**config.mk**
```make
export PLATFORM = sky130hd
export DESIGN_NAME = modbus_holding_reg_bank
export DESIGN_NICKNAME = d
export VERILOG_FILES = /design/src/rtl/modbus_pkg.sv /design/src/rtl/modbus_update_stretch.sv /design/src/rtl/modbus_holding_reg_bank.sv
export SDC_FILE = /design/constraint.sdc
export NUM_CORES = 1
export LEC_CHECK = 0
export ABC_AREA = 1
export BUFFER_PORTS_ARGS = -buffer_cell sky130_fd_sc_hd__buf_4
export CAP_MARGIN = 0
export CORE_MARGIN = 3
export CORE_UTILIZATION = 50
export DETAILED_ROUTE_END_ITERATION = 8
export PLACE_DENSITY = 0.85
export SLEW_MARGIN = 20
export SYNTH_ARGS = -nofsm -noshare
export SYNTH_HDL_FRONTEND = slang
export SYNTH_SLANG_ARGS = --single-unit
```
**constraint.sdc**
```tcl
create_clock -name clk -period 1.82 [get_ports clk]
set_input_delay 0.273 -clock clk [delete_from_list [all_inputs] [get_ports clk]]
set_output_delay 0.273 -clock clk [all_outputs]
set_load 0.1 [all_outputs]
```
**src/rtl/modbus_pkg.sv**
```systemverilog
// Shared definitions for the Modbus holding-register bank.
//   REG_W       : width of one holding register
//   wr_status_e : write result codes reported on reg_w_status
package modbus_pkg;

  localparam int REG_W = 16;

  typedef enum logic [1:0] {
    WST_OK       = 2'b00,
    WST_ILL_ADDR = 2'b01,
    WST_RO       = 2'b10,
    WST_CONFLICT = 2'b11
  } wr_status_e;

endpackage

```
**src/rtl/modbus_update_stretch.sv**
```systemverilog
// Per-register update flag stretcher.
// A load pulse raises flag on the next edge and holds it for exactly
// INTR_CLOCK cycles. A load during the stretch restarts the count, so the
// flag extends without a gap.
//   clk  : system clock
//   rst  : synchronous reset, active-high
//   load : successful Modbus write to this register
//   flag : stretched update flag
module modbus_update_stretch #(
  parameter int INTR_CLOCK = 5
) (
  input  logic clk,
  input  logic rst,
  input  logic load,
  output logic flag
);

  localparam int CNT_W = $clog2(INTR_CLOCK + 1);
  localparam logic [CNT_W-1:0] RELOAD = CNT_W'(INTR_CLOCK - 1);

  logic [CNT_W-1:0] cnt;

  // NOTE: sequential state uses non-blocking assignments so every flop samples
  // pre-edge values regardless of block evaluation order.
  always_ff @(posedge clk) begin
    if (rst) begin
      cnt  <= '0;
      flag <= 1'b0;
    end else if (load) begin
      cnt  <= RELOAD;
      flag <= 1'b1;
    end else if (cnt != '0) begin
      // Saturating countdown: the flag stays high while cnt is non-zero.
      cnt <= cnt - 1'b1;
    end else begin
      flag <= 1'b0;
    end
  end

endmodule

```
**src/rtl/modbus_holding_reg_bank.sv**
```systemverilog
// Bank of REG_NUM Modbus holding registers between the function handler and
// user logic.
//   clk, rst                    : clock, synchronous active-high reset
//   reg_wen/waddr/wdat          : handler write strobe, Modbus address, data
//   reg_w_done/reg_w_status     : write result pulse and status code
//   rd_en/rd_addr               : handler read strobe and Modbus address
//   rd_data/rd_vld/rd_err       : read result (data held until next rd_en)
//   host_wen/host_idx/host_wdat : user-side write port (ignores WR_MASK)
//   reg_o                       : packed register contents, index i at [16*i+:16]
//   reg_update/reg_update_any   : per-register stretched update flags and their OR
module modbus_holding_reg_bank
  import modbus_pkg::*;
#(
  parameter int                        REG_NUM     = 8,
  parameter logic [15:0]               REG_BASE    = 16'h0000,
  parameter int                        INTR_CLOCK  = 5,
  parameter logic [REG_W*REG_NUM-1:0]  REG_RST_VAL = '0,
  parameter logic [REG_NUM-1:0]        WR_MASK     = '1,
  localparam int                       IDX_W       = (REG_NUM > 1) ? $clog2(REG_NUM) : 1
) (
  input  logic                       clk,
  input  logic                       rst,
  input  logic                       reg_wen,
  input  logic [15:0]                reg_waddr,
  input  logic [REG_W-1:0]           reg_wdat,
  output logic                       reg_w_done,
  output logic [1:0]                 reg_w_status,
  input  logic                       rd_en,
  input  logic [15:0]                rd_addr,
  output logic [REG_W-1:0]           rd_data,
  output logic                       rd_vld,
  output logic                       rd_err,
  input  logic                       host_wen,
  input  logic [IDX_W-1:0]           host_idx,
  input  logic [REG_W-1:0]           host_wdat,
  output logic [REG_W*REG_NUM-1:0]   reg_o,
  output logic [REG_NUM-1:0]         reg_update,
  output logic                       reg_update_any
);

  logic [REG_W-1:0] regs [REG_NUM];

  // Address decode. The offset is taken modulo 2^16, so the explicit
  // lower-bound compare rejects addresses below REG_BASE.
  logic [15:0]      w_off, r_off;
  logic             w_in, r_in, host_ok;
  logic [IDX_W-1:0] widx, ridx;

  assign w_off   = reg_waddr - REG_BASE;
  assign r_off   = rd_addr - REG_BASE;
  assign w_in    = (reg_waddr >= REG_BASE) && (w_off < 16'(REG_NUM));
  assign r_in    = (rd_addr >= REG_BASE) && (r_off < 16'(REG_NUM));
  assign widx    = w_off[IDX_W-1:0];
  assign ridx    = r_off[IDX_W-1:0];
  assign host_ok = host_wen && (32'(host_idx) < 32'(REG_NUM));

  wr_status_e       w_status;
  logic             w_ok;
  logic [REG_NUM-1:0] upd_load;

  // NOTE: every signal written here gets a default first, so no path leaves
  // it unassigned and no latch is inferred.
  always_comb begin
    w_status = WST_OK;
    upd_load = '0;
    if (!w_in)                                w_status = WST_ILL_ADDR;
    else if (!WR_MASK[widx])                  w_status = WST_RO;
    else if (host_ok && (host_idx == widx))   w_status = WST_CONFLICT;
    if (reg_wen && (w_status == WST_OK))      upd_load[widx] = 1'b1;
  end

  assign w_ok = reg_wen && (w_status == WST_OK);

  // NOTE: the bank is a handful of flops with individual reset values, so it
  // is reset explicitly; a RAM-style array would be left unreset instead.
  always_ff @(posedge clk) begin
    if (rst) begin
      for (int i = 0; i < REG_NUM; i++) regs[i] <= REG_RST_VAL[REG_W*i +: REG_W];
      reg_w_done   <= 1'b0;
      reg_w_status <= WST_OK;
      rd_vld       <= 1'b0;
      rd_err       <= 1'b0;
      rd_data      <= '0;
    end else begin
      if (w_ok)    regs[widx]     <= reg_wdat;
      // Host write is last so it wins on a same-index collision.
      if (host_ok) regs[host_idx] <= host_wdat;

      reg_w_done <= reg_wen;
      if (reg_wen) reg_w_status <= w_status;

      // Reads see pre-edge contents: read-before-write.
      rd_vld <= rd_en;
      if (rd_en) begin
        rd_data <= r_in ? regs[ridx] : '0;
        rd_err  <= !r_in;
      end
    end
  end

  for (genvar g = 0; g < REG_NUM; g++) begin : g_reg
    assign reg_o[REG_W*g +: REG_W] = regs[g];

    modbus_update_stretch #(
      .INTR_CLOCK (INTR_CLOCK)
    ) u_stretch (
      .clk  (clk),
      .rst  (rst),
      .load (upd_load[g]),
      .flag (reg_update[g])
    );
  end

  assign reg_update_any = |reg_update;

endmodule
```
# Word level (Yosys, flattened, before mapping)
# Memories as Yosys holds them, arrays and structs flattened.
# Index checks and enable logic that the tools add are counted.
[totals]
reg_bits = 53
ramBits = 128
romBits = 8
inputBits = 72
out_inout_bits = 158
elab_cells = 142
mem_count = 2
[op_classes]
n_addsub = 8
order_cmp = 6
eq_ne = 9
mux = 54
reduce_logical = 34
[memory_table]
columns = ["memory", "words", "word_bits", "rd", "rd_ports_with_merged_regs", "write_ports", "line_no", "source"]
rows = [
  ["regs", 8, 16, 9, 0, 8, "modbus_holding_reg_bank.sv:41", "logic [REG_W-1:0] regs [REG_NUM];"],
  ["(no name shown)", 8, 1, 1, 0, 0, "modbus_holding_reg_bank.sv:67", "else if (!WR_MASK[widx]) w_status = WST_RO;"],
]
[ops]
columns = ["cell", "count"]
rows = [
  ["3-bit two-way mux", 18],
  ["16-bit two-way mux", 3],
  ["16-bit by 1-bit greater-or-equal comparator with 1-bit output (second input constant)", 2],
  ["16-bit by 4-bit < comparator with 1-bit output (second input constant)", 2],
  ["16-bit OR reduction", 2],
  ["1-bit two-way mux", 28],
  ["3-bit nonzero test", 8],
  ["3-bit by 1-bit subtractor with 3-bit output (second input constant)", 8],
  ["2-bit inequality test (second input constant)", 8],
  ["2-bit nonzero test", 8],
  ["2-bit OR reduction", 8],
  ["8-bit two-way mux", 1],
  ["8-bit OR reduction", 1],
  ["2-bit two-way mux", 3],
  ["1-bit logical AND", 5],
  ["3-bit by 4-bit < comparator with 1-bit output (second input constant)", 1],
  ["1-bit demux with 3-bit select", 1],
  ["3-bit equality test", 1],
  ["3-bit by 1-bit greater-or-equal comparator with 1-bit output (second input constant)", 1],
  ["2-bit logical NOT", 1],
  ["1-bit logical NOT", 1],
]

# Longest topological paths before layout
[logic_depth]
depth_word = 12
ltp_mapped = 11
mapped_depth_nobuf = 9

# By module
# A second synthesis with hierarchy kept.
[hier_totals]
cells_unflattened = 1376
area_unflattened_um2 = 10339.9
[by_module_without_submodules]
columns = ["mod", "instances", "cells_per_inst", "area_each_um2", "seq_area_each_um2"]
rows = [
  ["modbus_holding_reg_bank", 1, 1144, 8698.3, 4264.1],
  ["modbus_update_stretch", 8, 29, 205.2, 80.1],
]

# Least setup slack after synthesis
# Ideal clock, no wire load.
[synth_path]
path_type = "input to register"
from = "input reg_waddr[2]"
to = "memory regs[4][0], enable pin"
setup_time_ns = 0.376
arrival_time_ns = 1.560
required_time_ns = 1.444
path_slack_ns = -0.116
stages = 9
n_path_buf = 2
cell_sequence = "buf_4 inv_2 nand2_1 nand3_2 nor2_4 nor2_8 buf_2 nand2_1 nand3b_1"
[synth_rtl]
columns = ["item", "line_no", "source"]
rows = [
  ["start, declared", "modbus_holding_reg_bank.sv:24", "input logic [15:0] reg_waddr,"],
  ["end, declared", "modbus_holding_reg_bank.sv:41", ""],
]

# Worst setup path after layout
[layout_path]
from = "register g_reg[0].u_stretch.flag"
to = "output reg_update_any"
[layout_between]
elab_chain_cells = 1
[layout_lines]
columns = ["item", "line_no", "source"]
rows = [
  ["start, declared", "modbus_update_stretch.sv:15", "output logic flag"],
  ["start signal, assigned", "modbus_update_stretch.sv:28", "flag <= 1'b0;"],
  ["start signal, assigned", "modbus_update_stretch.sv:31", "flag <= 1'b1;"],
  ["start signal, assigned", "modbus_update_stretch.sv:36", "flag <= 1'b0;"],
  ["8-bit OR reduction", "modbus_holding_reg_bank.sv:114", "assign reg_update_any = |reg_update;"],
  ["end, declared", "modbus_holding_reg_bank.sv:38", "output logic reg_update_any"],
]
# No other way between the ends.

==> results by group <==
Clock tree
  • Max Root-Sink Buffers: 2
  • Worst skew pair latency: 0.45 ns
  • CTS Buf Count: 17
  • Post-cts sizing count: 0
  • CTS sink cnt: 181
  • CTS tree: done
  • CTS Hold Bufs: 0
  • Clk pin slew, worst setup/hold paths: 0.07 ns
  • Setup Buffers After CTS: 0
  • H-tree depth: 4
  • Clock root cell: clkbuf_16

Yosys
  • Mux contribution to synthesized area: 0
  • Cell taking the most area after synthesis: edfxtp_1
  • Yosys warns: 0
  • Post-synth net total: 1,558
  • FFs w/ async S/R, synth: 0
  • Adder-Cell Fraction of Synth Area: 0.0279
  • Mapped Area: 0.0108 mm^2
  • Synth cell types: 26
  • Post-synth EDFFs: 128
  • Top cell type's share of synthesized area: 0.357
  • Synth area leaders: edfxtp_1, nand2_1, dfxtp_1, nand4_1, nor2_1
  • Commonest cells post-synth: nand2_1, nor2_1, inv_1, nand4_1, edfxtp_1
  • Top FF cell, synth: edfxtp_1
  • Compound-Gate Fraction of Synth Area: 0.0204
  • Mean Syn Cell Area: 7.37 um^2
  • Register area share after synthesis: 0.455
  • #FFs+latches synth: 181
  • Xor and xnor area share after synthesis: 0.00650
  • Cell count after synthesis: 1,462
  • Count leader, synth: nand2_1
  • Synth Area in Simple Gates: 0.383
  • Largest family of logic cells by synthesized area: simple AND/OR/NAND/NOR gates

Power and ir drop
  • Max IR drop VDD: 0.863 mV
  • LEAKAGE: 0.00657 uW
  • PD cells: 960 mW/mm^2

Drt
  • Post-Route WL: 37.5 mm
  • ANT nets after route: 0
  • Drt drc: 0
  • 1st-pass router iterations: 8
  • Via density: 5.81
  • Wirelength per Cell: 19.4 um
  • DR vias: 11,200
  • DR iter-0 viols: 1,629

Cells and area
  • Area Growth Syn to Fin: 26.6%
  • Diode count: 0
  • Layout cells sized above 1: 0.218
  • Net count, final: 1,736

Global route
  • Overall routing resource usage: 0.313
  • Grt total ovfl: 0
  • Vias in the first global route: 10,900
  • Largest net degree at the start of global routing: 45
  • Global-route wire length before repair: 57.7 mm
  • Initial antenna violation count: 0

Timing
  • Final WS setup: 0.167 ns
  • Worst slew pin tran: 0.458 ns
  • Slew margin rel.: 0.695
  • Final period util: 0.908
  • Finish-stage setup viols: 0
  • Hold slack final: 0.0983 ns
  • Max Fclk: 605 MHz
  • Setup TNS: 0 ns
  • Final hold vios: 0
  • Period minus WS final: 1.65 ns
  • Skew final: 0.00971 ns
  • Fin. max-slew vios: 0
  • RSZ-0062 raised after global routing: no

Critical path
  • CP Capture Type: output port
  • Critical path class: flop to output port
  • Crit start category: flop
  • Arr. time, crit path: 1.38 ns
  • R2R depth: 6
  • WP data required: 1.55 ns
  • Crit-path max FO: 3
  • Reg2reg setup slack: 0.45 ns

Run
  • Max-cap violations: 0

Floorplan
  • Die Y: 153 um
  • IO Pins: 230
  • Std-Cell Rows: 53
  • Core area: 0.0211 mm^2
  • Die X: 153 um
  • Die area: 0.0233 mm^2
  • Initial Util: 0.511

Placed design
  • Final GP Congestion: 0.930
  • Detailed placement HPWL: 27.1 mm
  • Place WS: 0.00762 ns
  • Buffers on Ports: 229

Run status
  • Status: complete, no violations

Min path
  • Worst Hold Path Cells: 3
  • Tightest Hold Check Type: input port to flop
power by group:
| part | internal [uW] | switching, uW | total, uW |
|---|---|---|---|
| registers | 4830 | 300 | 5130 |
| logic | 1180 | 3000 | 4170 |
| clock network | 2110 | 1690 | 3790 |
| total | 8120 | 4980 | 13100 |
cell families after synthesis:
family / after synthesis
AOI/OAI and AO/OA: 44
DFF: 181
xor gates and xnor gates: 8
buffers and inverters: 276
adders and majority gates: 24
and+or+nand+nor: 929
layer usage:
metal / up-vias / wire length, um / track usage
met4: 0 / 2180 / 0.173
met2: 869 / 18200 / 0.534
li1: 5079 / - / -
met5: - / 0 / 0
met1: 5104 / 12600 / 0.363
met3: 148 / 4460 / 0.0724
cell usage in the layout, fill, tap and decap left out, types with 6 or more instances in the layout:
| cell | count |
|---|---|
| nand2_1 | 426 |
| buf_4 | 250 |
| nor2_1 | 204 |
| inv_1 | 152 |
| nand4_1 | 129 |
| edfxtp_1 | 128 |
| nand3_1 | 106 |
| dfxtp_1 | 53 |
| buf_12 | 27 |
| a21oi_1 | 25 |
| ha_1 | 24 |
| clkbuf_16 | 19 |
| o21ai_0 | 18 |
| nand3b_1 | 16 |
| or2_2 | 16 |
| nand2_2 | 10 |
| nor2_2 | 9 |
| nor3_2 | 8 |
| xor2_1 | 8 |
| inv_4 | 6 |
final cells by class:
type | instances | area (um^2)
fillers | 1700 | 7440
clock inverters | 11 | 108
clock buffers | 21 | 493
inverters | 158 | 608
well taps | 275 | 344
multi-input cells | 1005 | 4770
repair buffers | 277 | 2420
flip-flops and latches | 181 | 4900
critical path, stage by stage, from the launching register on:
cell,delay [ns]
dfxtp_1,0.34
nor4_1,0.27
nand2_1,0.08
buf_4,0.24
path summary, 6_finish.rpt:
check | startpoint | endpoint
hold / removal | reg_wen | reg_w_done
setup / recovery | g_reg[0].u_stretch.flag | reg_update_any
hold reg to reg | rd_data[14] | rd_data[14]
setup reg to reg | g_reg[6].u_stretch.cnt[0] | g_reg[6].u_stretch.cnt[1]
metrics by stage:
stage                     instances  instance area, um^2  utilization  power (uW)
final                          1928                13600        0.647       13100
after global routing           1928                13600        0.647       13600
after CTS                      1928                13600        0.647       13100
after detailed placement       1896                13000        0.619        9270
after global placement         1896                13000        0.619        9070
after floorplan                1462                10800            -        8180
sequential cells by signal (all words and copies together) (netlist names):
| name | flops |
|---|---|
| g.u_stretch.cnt | 24 |
| g.u_stretch.flag | 8 |
| rd_data | 16 |
| rd_err | 1 |
| rd_vld | 1 |
| reg_w_done | 1 |
| reg_w_status | 2 |
| regs | 128 |
(Power assumes the default switching activity.)
